--- config.mk ---
export PLATFORM = sky130hd
export DESIGN_NAME = input_conditioner
export DESIGN_NICKNAME = d
export VERILOG_FILES = /design/src/rtl/input_conditioner.sv
export SDC_FILE = /design/constraint.sdc
export NUM_CORES = 1
export LEC_CHECK = 0
export CORE_MARGIN = 3
export CORE_UTILIZATION = 61
export DETAILED_ROUTE_END_ITERATION = 7
export DONT_BUFFER_PORTS = 1
export GPL_ROUTABILITY_DRIVEN = 0
export GPL_TIMING_DRIVEN = 1
export HOLD_SLACK_MARGIN = 0.05
export PLACE_DENSITY = 0.78
export RECOVER_POWER = 100
export REMOVE_ABC_BUFFERS = 1
export SYNTH_ARGS = -nofsm -noshare
export SYNTH_HDL_FRONTEND = slang
export SYNTH_SLANG_ARGS = --single-unit
--- constraint.sdc ---
create_clock -name clk -period 1.77 [get_ports clk]
set_input_delay 0 -clock clk [delete_from_list [all_inputs] [get_ports clk]]
set_output_delay 0 -clock clk [all_outputs]
set_load 0.01 [all_outputs]
--- src/rtl/input_conditioner.sv ---
// Board input conditioning: two-flop synchronizers, per-button debounce FSMs with
// press pulses, and a stability filter for the slide-switch vector.
module input_conditioner #(
   parameter int NUM_BUTTONS     = 2,
   parameter int NUM_SWITCHES    = 10,
   parameter int DEBOUNCE_CYCLES = 4
) (
   input  logic                    clk,
   input  logic                    rst,
   input  logic [NUM_BUTTONS-1:0]  buttons_raw,
   input  logic [NUM_SWITCHES-1:0] switches_raw,
   output logic [NUM_BUTTONS-1:0]  buttons,
   output logic [NUM_BUTTONS-1:0]  button_press,
   output logic [NUM_SWITCHES-1:0] switches,
   output logic                    switches_changed
);

   localparam int              CNT_W    = $clog2(DEBOUNCE_CYCLES) + 1;
   localparam logic [CNT_W-1:0] CNT_LAST = CNT_W'(DEBOUNCE_CYCLES - 1);

   typedef enum logic [1:0] {
      LOW      = 2'd0,
      RISE_CHK = 2'd1,
      HIGH     = 2'd2,
      FALL_CHK = 2'd3
   } btn_state_e;

   logic [NUM_BUTTONS-1:0]  btn_sync1, btn_sync2;
   logic [NUM_SWITCHES-1:0] sw_sync1, sw_sync2;

   // NOTE: sequential state uses non-blocking assignments so every flop samples
   // pre-edge values regardless of statement order.
   always_ff @(posedge clk) begin
      if (rst) begin
         btn_sync1 <= '0;
         btn_sync2 <= '0;
         sw_sync1  <= '0;
         sw_sync2  <= '0;
      end else begin
         btn_sync1 <= buttons_raw;
         btn_sync2 <= btn_sync1;
         sw_sync1  <= switches_raw;
         sw_sync2  <= sw_sync1;
      end
   end

   btn_state_e             state_q [NUM_BUTTONS];
   btn_state_e             state_d [NUM_BUTTONS];
   logic [CNT_W-1:0]       cnt_q   [NUM_BUTTONS];
   logic [CNT_W-1:0]       cnt_d   [NUM_BUTTONS];
   logic [NUM_BUTTONS-1:0] press_d;
   logic [NUM_BUTTONS-1:0] level_d;

   // NOTE: every combinational output gets a default first, so no path through
   // the case statement can leave a value held and infer a latch.
   always_comb begin
      state_d = state_q;
      cnt_d   = cnt_q;
      press_d = '0;
      level_d = '0;
      for (int i = 0; i < NUM_BUTTONS; i++) begin
         unique case (state_q[i])
            LOW: begin
               if (btn_sync2[i]) begin
                  state_d[i] = RISE_CHK;
                  cnt_d[i]   = '0;
               end
            end
            RISE_CHK: begin
               if (!btn_sync2[i]) begin
                  state_d[i] = LOW;
               end else if (cnt_q[i] == CNT_LAST) begin
                  state_d[i] = HIGH;
                  press_d[i] = 1'b1;
               end else begin
                  cnt_d[i] = cnt_q[i] + CNT_W'(1);
               end
            end
            HIGH: begin
               if (!btn_sync2[i]) begin
                  state_d[i] = FALL_CHK;
                  cnt_d[i]   = '0;
               end
            end
            FALL_CHK: begin
               if (btn_sync2[i]) begin
                  state_d[i] = HIGH;
               end else if (cnt_q[i] == CNT_LAST) begin
                  state_d[i] = LOW;
               end else begin
                  cnt_d[i] = cnt_q[i] + CNT_W'(1);
               end
            end
            default: state_d[i] = LOW;
         endcase
         level_d[i] = (state_d[i] == HIGH) || (state_d[i] == FALL_CHK);
      end
   end

   // Level and pulse are registered from the next state so they line up with it.
   always_ff @(posedge clk) begin
      if (rst) begin
         for (int i = 0; i < NUM_BUTTONS; i++) begin
            state_q[i] <= LOW;
            cnt_q[i]   <= '0;
         end
         buttons      <= '0;
         button_press <= '0;
      end else begin
         state_q      <= state_d;
         cnt_q        <= cnt_d;
         buttons      <= level_d;
         button_press <= press_d;
      end
   end

   logic [NUM_SWITCHES-1:0] sw_cand;
   logic [CNT_W-1:0]        sw_cnt;

   // The shared counter saturates at N-1; the load fires once per new stable value.
   always_ff @(posedge clk) begin
      if (rst) begin
         sw_cand          <= '0;
         sw_cnt           <= '0;
         switches         <= '0;
         switches_changed <= 1'b0;
      end else begin
         switches_changed <= 1'b0;
         if (sw_sync2 != sw_cand) begin
            sw_cand <= sw_sync2;
            sw_cnt  <= '0;
         end else if (sw_cnt != CNT_LAST) begin
            sw_cnt <= sw_cnt + CNT_W'(1);
         end else if (sw_cand != switches) begin
            switches         <= sw_cand;
            switches_changed <= 1'b1;
         end
      end
   end

endmodule

==> metrics.yaml, run 1 <==
num_io_pins: 29
clock_path_buffers: 2
cp-end-kind: "flip-flop"
fp.dieW_um: 66.5
die_h_um: 66.5
critPathArrivalTime_ps: 1890
power.leakage_nw: 1.04
power_density_nw_per_um2: 1070
dp_cells: 259
dp.final_hpwl_um: 2700
syn_to_final_growth_pct: 18.2
wl_um: 4340
vias: 1587
whs_ps: 333
drc: 0
tightest_slew_ps: 374
async_flop_share_pct: 0
wl_per_cell_um: 14.9
grt_overflow: 0
period_needed_ps: 1680
setup-violations-final: 0
grt_setup_unrepaired: "false"
fin_cells: 292
yosysSeqAreaShare_pct: 54.6
r2r-start: "sw_cand[2]"
skew_ps: 6.02
r2r_slack_ps: 90
num_rows: 21
finalCritPeriodShare_pct: 94.8
synth-edff-count: 0
stdcell_area_um2: 2640
place_area_um2: 2260
fin_nets: 262
clk_latency_ps: 330
grt_pass1_wl_um: 7360
synth_ff_type: "dfxtp_1"
antenna_found_initial: 0
detail-route-antenna-nets: 0
critPathLaunchType: "flip-flop"
place_ws_ps: 9.73
path_max_fanout: 7
cp-endpoint: "switches[2]"
cts_sinks: 61
cts_tree: "done"
clk_pin_slew_ps: 70
root_buffer: "clkbuf_8"
hp-class: "primary input to flip-flop"
fin_total_pwr_mw: 2.83
drt_iter0_drc: 115
drv_slew: 0
cp.required_ps: 1980
drv_cap: 0
die-area_um2: 4430
synth_seq_cells: 61
syn_inst: 222
dr.pass1.iters: 4
grt_pass1_vias: 1619
yosys_warnings: 0
post-route-util_pct: 76.8
path_class: "flip-flop to flip-flop"
setup_ws_ps: 92.4
ir_worst_vdd_v: 0.000641
outcome: "finished, final reports clean"
reg2reg_to: "switches[2]"
syn_area_per_cell_um2: 10.1
core_um2: 3440
fmax_mhz: 596
hold_violations: 0
cts_made_buffers: 9
synth_area_um2: 2240
r2r_cells: 6
track_usage_pct: 23.3
htreeDepth: 3
drive_above_1_share_pct: 9.76
grt_start_max_net_pins: 60
post_synth_num_cell_types: 26
port-buffer-count: 0
vias_per_cell: 5.43
slew_headroom_pct: 75.1
startpoint: "sw_cand[2]"
diodes: 0
setup_tns_ps: 0
start_util_pct: 65.0
-- area by class of cell --
class                   instances  area, um^2
fillers                       232         798
clock buffers                  12         165
clock inverters                 4        45.0
multi-input cells             147         957
inverters                       3        11.3
repair buffers                 19         186
flip-flops and latches         61        1220
well taps                      46        57.6
-- per-layer routing --
layer | up-vias | global-route usage, % | routed length [um]
li1 | 776 | - | -
met1 | 735 | 22.3 | 1630
met2 | 58 | 38.9 | 2200
met3 | 18 | 13.3 | 371
met4 | 0 | 12.7 | 136
met5 | - | 0 | 0
-- synthesized netlist by cell type, drive strengths merged (3+ instances only) --
master | n | area, um^2
nand4 | 4 | 25.0
o21ai | 10 | 50.0
nand2 | 9 | 33.8
nor3b | 4 | 30.0
a21oi | 18 | 90.1
clkbuf | 7 | 26.3
nor2b | 34 | 213
ha | 7 | 87.6
nand3 | 11 | 55.1
inv | 3 | 11.3
xor2 | 11 | 96.3
dfxtp | 61 | 1220
xnor2 | 12 | 105
nor2 | 15 | 56.3
buf | 4 | 22.5
-- critical path, stage by stage (launching register included) --
cell and delay (ps):
dfxtp_1 340, xor2_1 190, nor4_2 370, nand4_1 190, buf_4 200, o21ai_1 190
a21oi_1 90
-- how the worst min path moves through the flow --
stage | startpoint | end | slack, ps | depth (start not counted)
2_1_floorplan | rst | buttons[0] | 70 | 1
3_3_place_gp | rst | cnt_q[4] | 70 | 1
3_5_place_dp | rst | cnt_q[4] | 80 | 1
4_1_cts | switches_raw[6] | sw_sync1[6] | 320 | 2
5_1_grt | switches_raw[0] | sw_sync1[0] | 330 | 2
6_report | switches_raw[0] | sw_sync1[0] | 330 | 2
-- sequential cells by signal (all words and copies together), names as in the netlist --
| signal | cells |
|---|---|
| switches_changed | 1 |
| sw_sync2 | 10 |
| switches | 10 |
| btn_sync2 | 2 |
| sw_cand | 10 |
| sw_sync1 | 10 |
| sw_cnt | 3 |
| state_q | 3 |
| buttons | 2 |
| cnt_q | 6 |
| button_press | 2 |
| btn_sync1 | 2 |
-- layout by cell type, fill, tap and decap left out, types with 7 or more instances in the layout --
cell type / instances
a21oi_1: 18
clkbuf_8: 12
dfxtp_1: 61
dlygate4sd3_1: 14
ha_1: 7
nand2_1: 9
nand3_1: 11
nor2_1: 15
nor2b_1: 34
xnor2_1: 12
xor2_1: 11
-- power breakdown --
part / internal, mW / switching (mW) / total, mW
Sequential: 1.41 / 0.0208 / 1.43
Clock: 0.757 / 0.495 / 1.25
Combinational: 0.0729 / 0.0757 / 0.149
-- kinds of logic (layout without fill, tap and decap cells) --
group                      after synthesis  after routing  share of synthesized area, %
xor gates and xnor gates                23             23                          9.01
DFF                                     61             61                          54.6
and+or+nand+nor                         84             84                          21.3
muxes                                    1              1                         0.448
buffers and inverters                   14             38                          2.69
adders and majority gates                7              7                          3.92
AOI/OAI and AO/OA                       32             32                          8.00
-- repair_timing --
action,4_1_cts,5_1_grt
resized for setup,0,5
hold buffers,15,0
setup buffers,2,0
endpoints found under the hold margin,61,0
endpoints found under the setup margin,3,13
pin swaps,1,2
Note: power is estimated with default switching activity, not from simulation.
==> inputs of run 2 (changes only) <==
--- a/config.mk
+++ b/config.mk
@@ -5,7 +5,7 @@
 export SDC_FILE = /design/constraint.sdc
 export NUM_CORES = 1
 export LEC_CHECK = 0
-export CORE_MARGIN = 3
+export CORE_MARGIN = 2
 export CORE_UTILIZATION = 61
 export DETAILED_ROUTE_END_ITERATION = 7
 export DONT_BUFFER_PORTS = 1
==> constraint.sdc (replaced) <==
create_clock -name clk -period 1.77 [get_ports clk]
set_input_delay 0.354 -clock clk [delete_from_list [all_inputs] [get_ports clk]]
set_output_delay 0.354 -clock clk [all_outputs]
set_load 0.01 [all_outputs]
==> run 2 against run 1 <==
Against the previous run:
- wire length fell by 8.9%
- combinational power shrank 17%
- register-to-register slack improved by 30 ps
- cell area fell by 7.2%
- core utilization shrank 5.0 points
==> metrics.yaml, run 2 (same netlist as run 1, synthesis figures left out) <==
path_class: "flip-flop to flip-flop"
r2r_slack_ps: 120  # +30 ps
fp.dieW_um: 64.5  # -3.0%
root_buffer: "clkbuf_4"
fin_total_pwr_mw: 2.47  # -13%
num_io_pins: 29  # unchanged
reg2reg_to: "switches[6]"
r2r_cells: 6  # unchanged
dr.pass1.iters: 6  # +2
start_util_pct: 65.5  # +0.50 points
syn_to_final_growth_pct: 9.68
clock_path_buffers: 2  # unchanged
clk_pin_slew_ps: 100  # +30 ps
cp-end-kind: "flip-flop"
slew_headroom_pct: 75.5  # +0.36 points
fmax_mhz: 605  # +1.5%
power_density_nw_per_um2: 1010  # -5.8%
die-area_um2: 4170  # -5.9%
drv_slew: 0  # unchanged
core_um2: 3420  # -0.76%
drive_above_1_share_pct: 9.75  # -0.010 points
dp_cells: 261  # +0.77%
mostFrequentLayoutCells: "dfxtp_1 (61), nor2b_1 (34), a21oi_1 (18)"
path_common_cell: "ha_1"
cp.required_ps: 2030  # +50 ps
r2r-start: "sw_cnt[0]"
grt_pass1_wl_um: 6570  # -11%
diodes: 0  # unchanged
detail-route-antenna-nets: 0  # unchanged
vias_per_cell: 5.46  # +0.54%
num_rows: 21  # unchanged
whs_path_depth: 1  # -1
startpoint: "sw_cnt[0]"
hp-class: "primary input to flip-flop"
skew_ps: 11.7  # +5.71 ps
antenna_found_initial: 0  # unchanged
stdcell_area_um2: 2450  # -7.2%
max_stage_delay_ps: 380  # about the same
period_needed_ps: 1650  # -25.0 ps
finalCritPeriodShare_pct: 93.4  # -1.4 points
die_h_um: 64.5  # -3.0%
cts_made_buffers: 9  # unchanged
place_ws_ps: 22.5  # +12.8 ps
slowest_stage: "ha_1"
setup_tns_ps: 0  # unchanged
setup-violations-final: 0  # unchanged
path_max_fanout: 8  # +1
port-buffer-count: 0  # unchanged
htreeDepth: 3  # unchanged
ir_worst_vdd_v: 0.000710  # +11%
vias: 1541  # -2.9%
critPathArrivalTime_ps: 1910  # +20 ps
hold_end: "btn_sync1[1]"
critPathTopFamily: "adder cells"
drc: 0  # unchanged
cts_tree: "done"
cp_cell_sequence: "ha_1 -> ha_1 -> o31ai_2 -> buf_4 -> o21ai_0 -> a21oi_1"
critical_path_depth: 6  # unchanged
place_area_um2: 2270  # +0.66%
grt_pass1_vias: 1455  # -10%
grt_start_max_net_pins: 58  # -3.3%
wl_per_cell_um: 14.0  # -5.6%
cts_sinks: 61  # unchanged
post-route-util_pct: 71.8  # -5.0 points
clk_latency_ps: 370  # +40 ps
crit_buf_inv: 1  # unchanged
grt_setup_unrepaired: "false"
whs_ps: 104  # -229 ps
power.leakage_nw: 0.950  # -8.8%
track_usage_pct: 21.1  # -2.1 points
setup_ws_ps: 117  # +25.0 ps
outcome: "finished, final reports clean"
drt_iter0_drc: 112  # -2.6%
fin_nets: 252  # -3.8%
grt_overflow: 0  # unchanged
drv_cap: 0  # unchanged
layout_commonest_cell: "dfxtp_1"
hold_violations: 0  # unchanged
wl_um: 3960  # -8.9%
critPathLaunchType: "flip-flop"
tightest_slew_ps: 368  # -5.36 ps
dp.final_hpwl_um: 2650  # -1.7%
min_from: "buttons_raw[1]"
fin_cells: 282  # -3.4%
[run 2: changes by cell type in the layout (fill, tap and decap cells not counted), sizes merged]
cell,previous run,this run
clkinvlp,0,1
dlygate4sd3,14,0
clkbuf,13,15
clkinv,3,2
o31a,1,2
buf,4,5
[run 2: layer usage]
layer | GRT usage [%] | routed length (um) | vias to the layer above
li1 | - | - | 769
met5 | 0 | 0 | -
met4 | 7.18 | 46 | 0
met2 | 36.3 | 2000 | 47
met1 | 22.7 | 1680 | 717
met3 | 10.1 | 233 | 8
[run 2: worst max path at each step]
stage / to / slack, ps
global placement: switches[4] / 110
global route: switches[6] / 10
detailed placement: switches[9] / 20
finish: switches[6] / 120
floorplan: switches[0] / 320
CTS: switches[9] / 10
[run 2: timing repair]
action                     in CTS  in global routing
buffers inserted                0                  3
hold buffers                    1                  0
setup endpoints to repair       0                 14
hold endpoints to repair       57                  0
resized for setup               0                  2
[run 2: worst register-to-register path: stages, from the launching register on]
cell and delay [ps]:
dfxtp_1 370, ha_1 170, ha_1 380, o31ai_2 160, buf_4 190, o21ai_0 170, a21oi_1 100
[run 2: final cells by class]
class | count | area (um^2)
timing repair buffer | 8 | 61.3
clock buffer | 12 | 88.8
clock inverter | 4 | 47.5
fill | 244 | 963
multi-input combinational | 148 | 965
sequential | 61 | 1220
inverter | 3 | 11.3
tap | 46 | 57.6
[run 2: where the power goes]
| part | leakage [nW] | internal, mW | switching, mW |
|---|---|---|---|
| clock | 0.0731 | 0.467 | 0.455 |
| combinational | 0.379 | 0.0552 | 0.0693 |
| sequential | 0.498 | 1.41 | 0.0200 |
| total | 0.950 | 1.93 | 0.544 |
